## src/rtl/cam_pkg.sv

```systemverilog
// rtl/cam_pkg.sv - shared types, widths and colour-bar table for cam_capture_scaler
package cam_pkg;

  typedef enum logic [1:0] {
    CAM_MODE_RGB565 = 2'd0,
    CAM_MODE_RGB444 = 2'd1,
    CAM_MODE_Y      = 2'd2
  } cam_mode_e;

  typedef logic [1:0] cam_state_t;
  localparam cam_state_t ST_IDLE       = 2'd0;
  localparam cam_state_t ST_WAIT_VSYNC = 2'd1;
  localparam cam_state_t ST_ACTIVE     = 2'd2;

  localparam int RAW_COL_W  = 11;
  localparam int RAW_LINE_W = 10;
  localparam int PIX_X_W    = 10;
  localparam int PIX_Y_W    = 9;
  localparam int PHASE_W    = 3;
  localparam int RGB_W      = 12;

  // white, yellow, cyan, green, magenta, red, blue, black
  localparam logic [RGB_W-1:0] COLOUR_BARS [8] = '{
    12'hFFF, 12'hFF0, 12'h0FF, 12'h0F0, 12'hF0F, 12'hF00, 12'h00F, 12'h000
  };

  function automatic logic [RGB_W-1:0] cam_format(cam_mode_e mode, logic [7:0] b0, logic [7:0] b1);
    case (mode)
      CAM_MODE_RGB444: return {b0[3:0], b1[7:4], b1[3:0]};
      CAM_MODE_Y:      return {b0[7:4], b0[7:4], b0[7:4]};
      default:         return {b0[7:4], b0[2:0], b1[7], b1[4:1]};
    endcase
  endfunction

endpackage

```

## src/rtl/cam_pix_fifo.sv

```systemverilog
// rtl/cam_pix_fifo.sv - synchronous FIFO carrying pixel+coordinate words to the frame buffer
module cam_pix_fifo #(
  parameter int WIDTH = 31,
  parameter int DEPTH = 4
) (
  input  logic             i_clk,
  input  logic             i_rstn,
  input  logic             i_wr_en,
  input  logic [WIDTH-1:0] i_wr_data,
  input  logic             i_rd_en,
  output logic [WIDTH-1:0] o_rd_data,
  output logic             o_full,
  output logic             o_empty
);
  localparam int AW = $clog2(DEPTH);

  logic [AW:0]      wr_ptr_q, rd_ptr_q;
  logic [WIDTH-1:0] mem_q [DEPTH];
  logic             rd_fire, wr_fire;

  assign o_empty   = (wr_ptr_q == rd_ptr_q);
  assign o_full    = (wr_ptr_q[AW] != rd_ptr_q[AW]) && (wr_ptr_q[AW-1:0] == rd_ptr_q[AW-1:0]);
  assign rd_fire   = i_rd_en && !o_empty;
  // a full FIFO still accepts a write when the head leaves in the same cycle
  assign wr_fire   = i_wr_en && (!o_full || rd_fire);
  assign o_rd_data = mem_q[rd_ptr_q[AW-1:0]];

  always_ff @(posedge i_clk or negedge i_rstn) begin
    if (!i_rstn) begin
      wr_ptr_q <= '0;
      rd_ptr_q <= '0;
      for (int i = 0; i < DEPTH; i++) mem_q[i] <= '0;
    end else begin
      if (wr_fire) begin
        mem_q[wr_ptr_q[AW-1:0]] <= i_wr_data;
        wr_ptr_q <= wr_ptr_q + (AW+1)'(1);
      end
      if (rd_fire) rd_ptr_q <= rd_ptr_q + (AW+1)'(1);
    end
  end

endmodule

```

## src/rtl/cam_capture_scaler.sv

```systemverilog
// rtl/cam_capture_scaler.sv - OV7670 oversampling capture, pixel assembly, XY decimation, output FIFO
// Optional colour-bar test pattern input enabled by CAM_CAPTURE_TESTPAT_EN.
module cam_capture_scaler
  import cam_pkg::*;
#(
  parameter int CAM_WIDTH  = 640,
  parameter int CAM_HEIGHT = 480,
  parameter int DECIM_X    = 2,
  parameter int DECIM_Y    = 2,
  parameter int PIXEL_BITS = 12,
  parameter int FIFO_DEPTH = 4
) (
  input  logic                  i_clk,
  input  logic                  i_rstn,
  input  logic                  i_enable,
  input  logic [1:0]            i_mode,
`ifdef CAM_CAPTURE_TESTPAT_EN
  input  logic                  i_testpat,
`endif
  input  logic                  i_pclk,
  input  logic                  i_vsync,
  input  logic                  i_href,
  input  logic [7:0]            i_cam_data,
  output logic                  o_pix_valid,
  input  logic                  i_pix_ready,
  output logic [PIXEL_BITS-1:0] o_pix_data,
  output logic [PIX_X_W-1:0]    o_pix_x,
  output logic [PIX_Y_W-1:0]    o_pix_y,
  output logic                  o_frame_start,
  output logic                  o_frame_done,
  output logic                  o_short_frame,
  output logic                  o_overflow,
  output logic [15:0]           o_frame_count
);
  localparam int FIFO_W = PIXEL_BITS + PIX_X_W + PIX_Y_W;
  localparam logic [RAW_COL_W-1:0]  WIDTH_L  = RAW_COL_W'(CAM_WIDTH);
  localparam logic [RAW_LINE_W-1:0] HEIGHT_L = RAW_LINE_W'(CAM_HEIGHT);
  localparam logic [PHASE_W-1:0]    XPH_LAST = PHASE_W'(DECIM_X - 1);
  localparam logic [PHASE_W-1:0]    YPH_LAST = PHASE_W'(DECIM_Y - 1);

  // stages [0],[1] synchronise, [2] is the previous value for edge detection
  logic [2:0] pclk_q, vsync_q, href_q;
  logic [7:0] data_s1_q, data_s2_q;

  always_ff @(posedge i_clk or negedge i_rstn) begin
    if (!i_rstn) begin
      pclk_q    <= '0;
      vsync_q   <= '0;
      href_q    <= '0;
      data_s1_q <= '0;
      data_s2_q <= '0;
    end else begin
      pclk_q    <= {pclk_q[1:0], i_pclk};
      vsync_q   <= {vsync_q[1:0], i_vsync};
      href_q    <= {href_q[1:0], i_href};
      data_s1_q <= i_cam_data;
      data_s2_q <= data_s1_q;
    end
  end

  logic pclk_rise, href_rise, href_fall, vs_rise, vs_fall;
  assign pclk_rise = pclk_q[1] && !pclk_q[2];
  assign href_rise = href_q[1] && !href_q[2];
  assign href_fall = !href_q[1] && href_q[2];
  assign vs_rise   = vsync_q[1] && !vsync_q[2];
  assign vs_fall   = !vsync_q[1] && vsync_q[2];

  cam_state_t state_q, state_d;
  logic       start_evt, done_evt;
  assign start_evt = i_enable && (state_q == ST_WAIT_VSYNC) && vs_fall;
  assign done_evt  = i_enable && (state_q == ST_ACTIVE) && vs_rise;

  always_comb begin
    state_d = state_q;
    if (!i_enable) begin
      state_d = ST_IDLE;
    end else begin
      case (state_q)
        ST_IDLE:       state_d = ST_WAIT_VSYNC;
        ST_WAIT_VSYNC: if (vs_fall) state_d = ST_ACTIVE;
        ST_ACTIVE:     if (vs_rise) state_d = ST_WAIT_VSYNC;
        default:       state_d = ST_IDLE;
      endcase
    end
  end

  logic       byte_stb, phase_eff, pix_stb, phase_q;
  logic [7:0] b0_q;
  assign byte_stb  = (state_q == ST_ACTIVE) && pclk_rise && href_q[1];
  assign phase_eff = href_rise ? 1'b0 : phase_q;
  assign pix_stb   = byte_stb && phase_eff;

  always_ff @(posedge i_clk or negedge i_rstn) begin
    if (!i_rstn) begin
      phase_q <= 1'b0;
      b0_q    <= '0;
    end else if (byte_stb) begin
      phase_q <= !phase_eff;
      if (!phase_eff) b0_q <= data_s2_q;
    end else if (href_rise) begin
      phase_q <= 1'b0;
    end
  end

  logic [RAW_COL_W-1:0]  col_q;
  logic [RAW_LINE_W-1:0] line_q;
  logic [PHASE_W-1:0]    xph_q, yph_q;
  logic [PIX_X_W-1:0]    dx_q;
  logic [PIX_Y_W-1:0]    dy_q;
  logic                  in_range, keep;
  assign in_range = (col_q < WIDTH_L) && (line_q < HEIGHT_L);
  assign keep     = pix_stb && in_range && (xph_q == '0) && (yph_q == '0);

  // col/line stop counting at the active size, so overlong lines and frames cannot wrap back in
  always_ff @(posedge i_clk or negedge i_rstn) begin
    if (!i_rstn) begin
      col_q  <= '0;
      line_q <= '0;
      xph_q  <= '0;
      yph_q  <= '0;
      dx_q   <= '0;
      dy_q   <= '0;
    end else if (start_evt) begin
      col_q  <= '0;
      line_q <= '0;
      xph_q  <= '0;
      yph_q  <= '0;
      dx_q   <= '0;
      dy_q   <= '0;
    end else if (state_q == ST_ACTIVE) begin
      if (pix_stb && in_range) begin
        col_q <= col_q + RAW_COL_W'(1);
        xph_q <= (xph_q == XPH_LAST) ? '0 : xph_q + PHASE_W'(1);
        if (keep) dx_q <= dx_q + PIX_X_W'(1);
      end else if (href_fall && (col_q != '0)) begin
        col_q <= '0;
        xph_q <= '0;
        dx_q  <= '0;
        if (line_q < HEIGHT_L) begin
          line_q <= line_q + RAW_LINE_W'(1);
          yph_q  <= (yph_q == YPH_LAST) ? '0 : yph_q + PHASE_W'(1);
          if (yph_q == '0) dy_q <= dy_q + PIX_Y_W'(1);
        end
      end
    end
  end

  cam_mode_e        mode_q;
  logic [RGB_W-1:0] rgb;

`ifdef CAM_CAPTURE_TESTPAT_EN
  logic testpat_q;
  always_ff @(posedge i_clk or negedge i_rstn) begin
    if (!i_rstn)        testpat_q <= 1'b0;
    else if (start_evt) testpat_q <= i_testpat;
  end
`endif

  always_comb begin
    rgb = cam_format(mode_q, b0_q, data_s2_q);
`ifdef CAM_CAPTURE_TESTPAT_EN
    if (testpat_q) rgb = COLOUR_BARS[col_q[9:7]];
`endif
  end

  logic              push_q;
  logic [FIFO_W-1:0] push_data_q;
  logic [FIFO_W-1:0] fifo_rd_data;
  logic              fifo_full, fifo_empty, pop, overflow_evt;

  always_ff @(posedge i_clk or negedge i_rstn) begin
    if (!i_rstn) begin
      push_q      <= 1'b0;
      push_data_q <= '0;
    end else begin
      push_q <= keep;
      if (keep) push_data_q <= {dx_q, dy_q, PIXEL_BITS'(rgb)};
    end
  end

  cam_pix_fifo #(
    .WIDTH (FIFO_W),
    .DEPTH (FIFO_DEPTH)
  ) u_fifo (
    .i_clk     (i_clk),
    .i_rstn    (i_rstn),
    .i_wr_en   (push_q),
    .i_wr_data (push_data_q),
    .i_rd_en   (i_pix_ready),
    .o_rd_data (fifo_rd_data),
    .o_full    (fifo_full),
    .o_empty   (fifo_empty)
  );

  assign o_pix_valid  = !fifo_empty;
  assign pop          = o_pix_valid && i_pix_ready;
  assign overflow_evt = push_q && fifo_full && !pop;
  assign {o_pix_x, o_pix_y, o_pix_data} = fifo_rd_data;

  logic        frame_start_q, frame_done_q, short_q, overflow_q;
  logic [15:0] frame_count_q;

  always_ff @(posedge i_clk or negedge i_rstn) begin
    if (!i_rstn) begin
      state_q       <= ST_IDLE;
      mode_q        <= CAM_MODE_RGB565;
      frame_start_q <= 1'b0;
      frame_done_q  <= 1'b0;
      short_q       <= 1'b0;
      overflow_q    <= 1'b0;
      frame_count_q <= '0;
    end else begin
      state_q       <= state_d;
      frame_start_q <= start_evt;
      frame_done_q  <= done_evt;
      if (start_evt) mode_q <= (i_mode == 2'd3) ? CAM_MODE_RGB565 : cam_mode_e'(i_mode);
      if (done_evt) begin
        frame_count_q <= frame_count_q + 16'd1;
        short_q       <= (line_q < HEIGHT_L);
      end
      if (overflow_evt)   overflow_q <= 1'b1;
      else if (start_evt) overflow_q <= 1'b0;
    end
  end

  assign o_frame_start = frame_start_q;
  assign o_frame_done  = frame_done_q;
  assign o_short_frame = short_q;
  assign o_overflow    = overflow_q;
  assign o_frame_count = frame_count_q;

endmodule

```

## config.mk

```make
export PLATFORM = sky130hd
export DESIGN_NAME = cam_capture_scaler
export DESIGN_NICKNAME = d
export VERILOG_FILES = /design/src/rtl/cam_pkg.sv /design/src/rtl/cam_pix_fifo.sv /design/src/rtl/cam_capture_scaler.sv
export SDC_FILE = /design/constraint.sdc
export NUM_CORES = 1
export LEC_CHECK = 0
export ABC_CLOCK_PERIOD_IN_PS = 3200
export CORE_MARGIN = 5
export CORE_UTILIZATION = 35
export DETAILED_ROUTE_END_ITERATION = 10
export PLACE_DENSITY = 0.62
export SLEW_MARGIN = 15
export SYNTH_ARGS = -nofsm -noshare
export SYNTH_HDL_FRONTEND = slang
export SYNTH_SLANG_ARGS = --single-unit
```

## constraint.sdc

```tcl
create_clock -name i_clk -period 3.2 [get_ports i_clk]
set_clock_uncertainty 0.15 [all_clocks]
set_input_delay 0.48 -clock i_clk [delete_from_list [all_inputs] [get_ports i_clk]]
set_output_delay 0.48 -clock i_clk [all_outputs]
set_load 0.01 [all_outputs]
```

; ---- Word level (Yosys, flattened, before mapping)
; Index checks and enable logic that the tools add are counted.
[word_totals]
ff_bits = 266
elab_cells = 155
input_bits = 17
output_inout_bits = 52
[op_classes]
addsub = 9
order_cmp = 5
eq_ne = 14
mux = 47
n_bitwise = 3
reduce_logical = 49
[op_table]
columns = operator, n
row1 = $bwmux 124, 1
row2 = $mux 10, 10
row3 = $mux 31, 3
row4 = $bmux 31 s2, 1
row5 = $demux 31 s2, 1
row6 = $mux 9, 6
row7 = $mux 11, 4
row8 = $mux 3, 11
row9 = $pmux 12 s2, 1
row10 = $logic_and 1x1->1, 23
row11 = $add 10x1->10 const B, 2
row12 = $add 16x1->16 const B, 1
row13 = $add 3x1->3 const B, 4
row14 = $add 11x1->11 const B, 1
row15 = $lt 11x10->1 const B, 1
row16 = $reduce_bool 11->1, 1
row17 = $lt 10x9->1 const B, 1
row18 = $reduce_bool 2->1, 5
row19 = $add 9x1->9 const B, 1
row20 = $logic_not 1->1, 9
row21 = $ne 3x3->1 const B, 3
row22 = $mux 2, 4
row23 = $eq 2x2->1 const B, 3
row24 = $eq 3x1->1 const B, 2
row25 = other kinds (19), 28

; ---- Depth between registers and ports, before layout
; Gate-level depths: netlist of run 1.
[logic_depth]
word_depth = 12
depth_mapped = 12
depth_no_buf = 10

; ---- Modules after synthesis
; From an unflattened synthesis of run 1, not the netlist that was laid out.
[hier_totals]
hier_cells = 907
hier_area_um2 = 11947.7
[by_module_without_submodules]
columns = mod, area_each_um2, seq_area_each_um2, cells_per_inst, instances
row1 = cam_pix_fifo, 6050.8, 3253.1, 343, 1
row2 = cam_capture_scaler, 5896.9, 3403.3, 564, 1

; ---- Worst setup path before layout of run 1
; Ideal clock, no wire load.
[synth_timing]
path_kind = register to register
start = register state_q[0]
end = register push_data_q[11]
path_stages_with_launch = 11
period_less_slack_ns = 2.383
setup_slack_ns = 0.817
setup_ns = 0.126
n_path_buf = 2
required_time_ns = 2.924
t_arrival_ns = 2.108
cell_sequence = dfrtp_1 nand2b_1 nor3_1 ha_1 nor2b_1 and3_1 buf_2 nand3_2 clkbuf_1 a221oi_1 nor2_1
[synth_via]
elab_chain_cells = 7
[synth_lines]
columns = element, line_no
row1 = start: declaration, cam_capture_scaler.sv:68  ; cam_state_t state_q, state_d;
row2 = start signal: assignment, cam_capture_scaler.sv:213  ; state_q <= state_d;
row3 = $eq 2x2->1, cam_capture_scaler.sv:89  ; assign byte_stb = (state_q == ST_ACTIVE) && pclk_rise && href_q[1];
row4 = $logic_and 1x1->1 (2 in series), cam_capture_scaler.sv:89
row5 = $logic_and 1x1->1, cam_capture_scaler.sv:91  ; assign pix_stb = byte_stb && phase_eff;
row6 = $logic_and 1x1->1 (3 in series), cam_capture_scaler.sv:112  ; assign keep = pix_stb && in_range && (xph_q == '0) && (yph_q == '0);
row7 = end signal: assignment, cam_capture_scaler.sv:177  ; if (keep) push_data_q <= {dx_q, dy_q, PIXEL_BITS'(rgb)};
row8 = end: declaration, cam_capture_scaler.sv:167  ; logic [FIFO_W-1:0] push_data_q;
; Every way passes these cells.
; A chain may end at the register's enable or synchronous reset.

; ---- Final worst setup path of run 1
[layout_timing]
start = register u_fifo.rd_ptr_q[0]
end = output port o_pix_x[1]
[layout_via]
elab_chain_cells = 4
[layout_lines]
columns = element, line_no
row1 = start: declaration, cam_pix_fifo.sv:17  ; logic [AW:0] wr_ptr_q, rd_ptr_q;
row2 = start signal: assignment, cam_pix_fifo.sv:38  ; if (rd_fire) rd_ptr_q <= rd_ptr_q + (AW+1)'(1);
row3 = $not 2->3 (not written as such), cam_pix_fifo.sv:26  ; assign o_rd_data = mem_q[rd_ptr_q[AW-1:0]];
row4 = $bmux 31 s2, cam_pix_fifo.sv:26
row5 = $mux 31 (not written as such) (2 in series), cam_pix_fifo.sv:26
row6 = end: declaration, cam_capture_scaler.sv:27  ; output logic [PIX_X_W-1:0] o_pix_x,
; Every way passes these cells. The select of a mux whose other input is x is not followed.

==> results of run 1 <==
-- power groups by stage --
| stage | registers (mW) | clock network (mW) | logic [mW] |
|---|---|---|---|
| 2_1_floorplan | 3.64 | 0 | 0.626 |
| 3_3_place_gp | 3.66 | 0 | 0.896 |
| 3_5_place_dp | 3.67 | 0 | 0.902 |
| 4_1_cts | 3.61 | 3.89 | 0.909 |
| 5_1_grt | 3.63 | 4.04 | 0.997 |
| 6_report | 3.61 | 3.78 | 0.886 |
-- cell type report --
cell class | count | area [um^2] | area share, %
well taps | 455 | 569 | 3.96
repair buffers | 88 | 926 | 6.44
flip-flops and latches | 266 | 6660 | 46.3
inverters | 19 | 71.3 | 0.496
clock buffers | 38 | 851 | 5.92
multi-input cells | 569 | 5040 | 35.0
clock inverters | 18 | 265 | 1.85
-- worst max-delay path, cell delays in order (launching register included) --
cell and delay, ps:
dfrtp_2 360, buf_4 370, mux4_2 600, clkdlybuf4s50_1 500
-- synthesized netlist by cell type (all sizes together), types with 15 or more instances --
cell type,count
a21oi,26
inv,18
nor2,47
dfrtp,266
o21ai,32
nand3,28
xor2,17
nand2,107
mux2,133
xnor2,20
ha,15
nor3,17
buf,30
mux4,31
-- what timing repair did --
item | 4_1_cts | 5_1_grt
hold buffers | 1 | 0
setup endpoints to repair | 0 | 2
gates resized for setup | 0 | 1
hold endpoints to repair | 81 | 0
-- layer usage --
metal	track usage, %	routed length, um
met5	0	0
met4	2.95	504
met3	2.61	942
met2	20.0	10900
met1	18.2	11800
-- worst paths after layout --
check                                          endpoint  depth (start not counted)
setup / recovery                             o_pix_x[1]                          3
hold / removal                   data_s2_q[1]$_DFF_PN0_                          0
setup reg to reg                   col_q[7]$_DFFE_PN0P_                          8
hold reg to reg                  data_s2_q[1]$_DFF_PN0_                          0
max in group asynchronous           dy_q[5]$_DFFE_PN0P_                          3
min in group asynchronous  u_fifo.mem_q[96]$_DFFE_PN0P_                          2
-- flip-flops by register name, indices dropped and copies added (netlist names), 9 cells and up --
register       count
col_q             11
dx_q              10
dy_q               9
line_q            10
o_frame_count     16
push_data_q       31
u_fifo.mem_q     124
-- kinds of logic (layout without fill, tap and decap cells) --
family,after synthesis,count (layout)
flip-flops,266,266
AND/OR/NAND/NOR,258,258
multiplexers,168,168
AO/OA/AOI/OAI,91,91
buffers and inverters,62,163
XOR/XNOR,37,37
adder cells (fa/ha/maj),15,15
==> flow_summary.toml, run 1 <==
[synth]
synth_nets = 929
synth_top_family_by_area = "multiplexers"
yosysSeqAreaShare_pct = 55.3
synth_edf_count = 0
synth_mux_area_share_pct = 22.3
yosys.area_share.simple_pct = 10.6
synth_area_mm2 = 0.0120
ys.flop_type = "dfrtp_1"
synth_xor_area_share_pct = 2.69
ys_warn_count = 0
synthAdderAreaFrac_pct = 1.56
synth_compound_area_share_pct = 4.69
synth_top_area_cell = "dfrtp_1"
synth_seq_cells = 266
ys_top_cells_by_area = "dfrtp_1, mux2_4, mux4_2"
postSynthCellCount = 897
syn_avg_cell_area_um2 = 13.4
synthDominantCellAreaShare_pct = 55.3
ys_types = 63
async_reset_ff_share_pct = 100

[floorplan]
core.rowCount = 68
fp.dieW_um = 195
initial_core_util_pct = 35.2
fp.coreArea_mm2 = 0.0342
die_area_mm2 = 0.0382
io_pins = 69
die_h_um = 195

[timing]
setup_viol = 0
relSlewSlack_pct = 43.6
fin_crit_ps = 3020
whs_ps = 197
setup_ws_ps = 179
drv_slew = 0
finalHoldViolCount = 0
worst_pin_slew_ps = 846
fin_tns_setup_ps = 0
fmax_ghz = 0.331
rsz0062_at_grt = "false"
period_share_pct = 94.4

[place]
placed_cells = 1396
routabilityCongestion = 0.784
io_buffers = 68
dp_hpwl_um = 15600
postPlaceCellArea_mm2 = 0.0132
post-place-ws_ps = 231

[layout]
finish.instance_area_mm2 = 0.0144
final_common_cell = "dfrtp_1"
nFillCells = 3134
final_cells = 1453
fin_util_pct = 42.0
final_cell_mix = "dfrtp_1, mux2_4, nand2_1, clkdlybuf4s50_1, nor2_1"
area_delta_synth_final_pct = 19.5
antennaDiodeCount = 0
nets = 1006
drive_gt1_share_pct = 25.4

[outcome]
status = "complete, no violations"

[pwr]
p_switching_mw = 2.04
power_density_mw_per_mm2 = 575
p_sw_share_pct = 24.7
p_int_mw = 6.23
combPwrFrac_pct = 10.7
fin_total_pwr_mw = 8.27
p_leak_nw = 7.01
seqPwrFrac_pct = 43.6
clkPwrFrac_pct = 45.7
ir_worst_vdd_v = 0.000355

[routing]
viasPerCell = 4.89
drt_iter0_drc = 334
detail_route.wl_per_cell_um = 16.6
ant_nets = 0
via_count = 7103
wirelength_um = 24100
drcViolationCount = 0
dr.pass1.iters = 4

[worst_hold_path]
min_path_type = "flip-flop to flip-flop"
min_from = "data_s1_q[1]$_DFF_PN0_"

[critical_path]
crit_fanout = 20
rr_startpoint = "state_q[0]$_DFFE_PN0P_"
crit_start = "u_fifo.rd_ptr_q[0]$_DFFE_PN0P_"
required_ps = 2570
cp-end-kind = "output port"
crit_path_start_kind = "flip-flop"
cp.arrival_ps = 2390
r2r_setup_slack_ps = 240
crit_type = "flip-flop to output port"

[grt]
grt_max_degree = 86
grt_use_total_pct = 12.7
overflow = 0
antenna_found_initial = 0
grt_pass1_wl_um = 40600
grt_pass1_vias = 7504

[clock_network]
path_clk_slew_ps = 60
cts_tree = "yes"
post_cts_buffers = 0
h-tree-depth = 1
cts_sinks = 266
cts_buffers = 30
clock_latency_ps = 560
cts-root-buf = "clkbuf_16"
cts.path.max_buffers = 3

[job]
cap_violations = 0
No activity file was read; power rests on OpenSTA's default activity.
==> run 2: changes to the inputs <==
Settings changed: CAP_MARGIN set to 25.
==> results of run 2 <==
No change in the layout: final DEF, timing and power equal those of run 1.
==> run 3: changes to the inputs <==
Settings changed: PLACE_DENSITY 0.62 to unset, PLACE_DENSITY_LB_ADDON set to 0.08, REMOVE_ABC_BUFFERS set to 1.
==> run 3 against run 2 <==
Net effect:
- sequential share of layout area is 0.23 points higher
- critical path depth is the same
- count of clock-buffer cells in the layout is 12 higher
- largest cell class unchanged
==> flow_summary.toml, run 3 (synthesis gave the netlist of run 1 again) <==
[layout]
area_delta_synth_final_pct = 18.9
largest_reg_flops = 124
antennaDiodeCount = 0
final_common_cell = "dfrtp_1"
fin_util_pct = 41.8
nets = 1014
drive_gt1_share_pct = 25.0
finish.instance_area_mm2 = 0.0143
regMostFlops = "u_fifo.mem_q"
final_cell_mix = "dfrtp_1, mux2_4, nand2_1, clkdlybuf4s50_1, nor2_1"

[place]
post-place-ws_ps = 374
routabilityCongestion = 0.729
io_buffers = 68
dp_hpwl_um = 16900
postPlaceCellArea_mm2 = 0.0133

[clock_network]
cts_tree = "yes"
h-tree-depth = 1
cts.path.max_buffers = 3
clock_latency_ps = 550
cts_buffers = 31
cts_sinks = 266
path_clk_slew_ps = 60
cts-root-buf = "clkbuf_16"

[timing]
worst_pin_slew_ps = 793
finalHoldViolCount = 0
fin_tns_setup_ps = 0
drv_slew = 0
setup_viol = 0
relSlewSlack_pct = 47.1
fin_crit_ps = 3030
fmax_ghz = 0.330
period_share_pct = 94.8
rsz0062_at_grt = "false"
setup_ws_ps = 166

[routing]
wirelength_um = 26100
drt_iter0_drc = 350
ant_nets = 0
detail_route.wl_per_cell_um = 17.9
viasPerCell = 4.87
drcViolationCount = 0
dr.pass1.iters = 5
via_count = 7105

[critical_path]
cp-end-kind = "output port"
cp_num_buf_inv = 2
crit_family = "buffers and inverters"
crit_fanout = 14
crit_path_start_kind = "flip-flop"
rr_startpoint = "state_q[0]$_DFFE_PN0P_"
worstSetupEndpoint = "o_pix_x[1]"
r2r_setup_slack_ps = 390
crit_type = "flip-flop to output port"
required_ps = 2570
worstRegToRegCells = 8
crit_start = "u_fifo.rd_ptr_q[0]$_DFFE_PN0P_"
cp_slowest_cell = "dfrtp_4"
r2r-end = "col_q[7]$_DFFE_PN0P_"
critPathMaxStageDelay_ps = 580
crit_path_cell_trace = "buf_12 -> mux4_2 -> clkdlybuf4s50_1"
cp.arrival_ps = 2400
cp.depth = 3

[pwr]
ir_worst_vdd_v = 0.000363
fin_total_pwr_mw = 7.95
p_leak_nw = 6.98
power_density_mw_per_mm2 = 555

[floorplan]
fp.coreArea_mm2 = 0.0342
core.rowCount = 68
io_pins = 69
die_area_mm2 = 0.0382
initial_core_util_pct = 35.2
die_h_um = 195
fp.dieW_um = 195

[grt]
grt_pass1_wl_um = 43900
antenna_found_initial = 1
grt_max_degree = 74
overflow = 0
grt_pass1_vias = 7528
grt_use_total_pct = 13.9

[worst_hold_path]
min_path_type = "flip-flop to flip-flop"
whs_path_depth = 0
min_from = "data_s1_q[4]$_DFF_PN0_"

[job]
cap_violations = 0

[outcome]
status = "complete, no violations"
-- run 3: cell types whose count changed in the layout (fill, tap and decap cells not counted), sizes merged --
cell,change
clkbuf,+12
buf,+7
bufinv,-6
clkinv,-5
inv,-2
clkinvlp,-1
-- run 3: worst min-delay path by stage --
stage,to,slack [ps]
5_1_grt,data_s1_q[5]$_DFF_PN0_,200
2_1_floorplan,b0_q[0]$_DFFE_PN0P_,30
3_3_place_gp,data_s2_q[5]$_DFF_PN0_,180
4_1_cts,data_s1_q[5]$_DFF_PN0_,190
6_report,data_s2_q[4]$_DFF_PN0_,190
3_5_place_dp,pclk_q[1]$_DFF_PN0_,180
-- run 3: through the flow --
stage	hold WS [ps]	instances
5_1_grt	199	1458
6_report	192	1458
4_1_cts	192	1458
3_5_place_dp	185	1403
3_3_place_gp	181	1403
2_1_floorplan	34.4	854
-- run 3: routing by layer --
layer	up-vias	wire length (um)	share of wire [%]	GRT usage, %
met2	104	11400	43	20.9
met3	36	1020	3.9	2.61
li1	3366	-	-	-
met4	2	509	2.0	3.10
met5	-	20	0.077	0
met1	3597	13200	51	21.0
-- run 3: area by class of cell --
class	instances	area [um^2]
Multi-Input combinational cell	569	5030
Inverter	19	71.3
Fill cell	3226	19900
Sequential cell	266	6660
Tap cell	455	569
Clock inverter	4	20.0
Timing Repair Buffer	95	1000
Clock buffer	50	957
-- run 3: power breakdown --
group          switching [mW]  internal [mW]  leakage [nW]  total [mW]
clock network            1.35           2.02         0.486        3.36
registers               0.166           3.49          3.62        3.66
logic                   0.511          0.416          2.87       0.926
-- run 3: what timing repair did --
action                                  CTS  global route
gates resized for setup                   0             1
buffers inserted                          0             0
hold buffers                              1             0
endpoints found under the hold margin    64             0
endpoints found under the setup margin    0             6
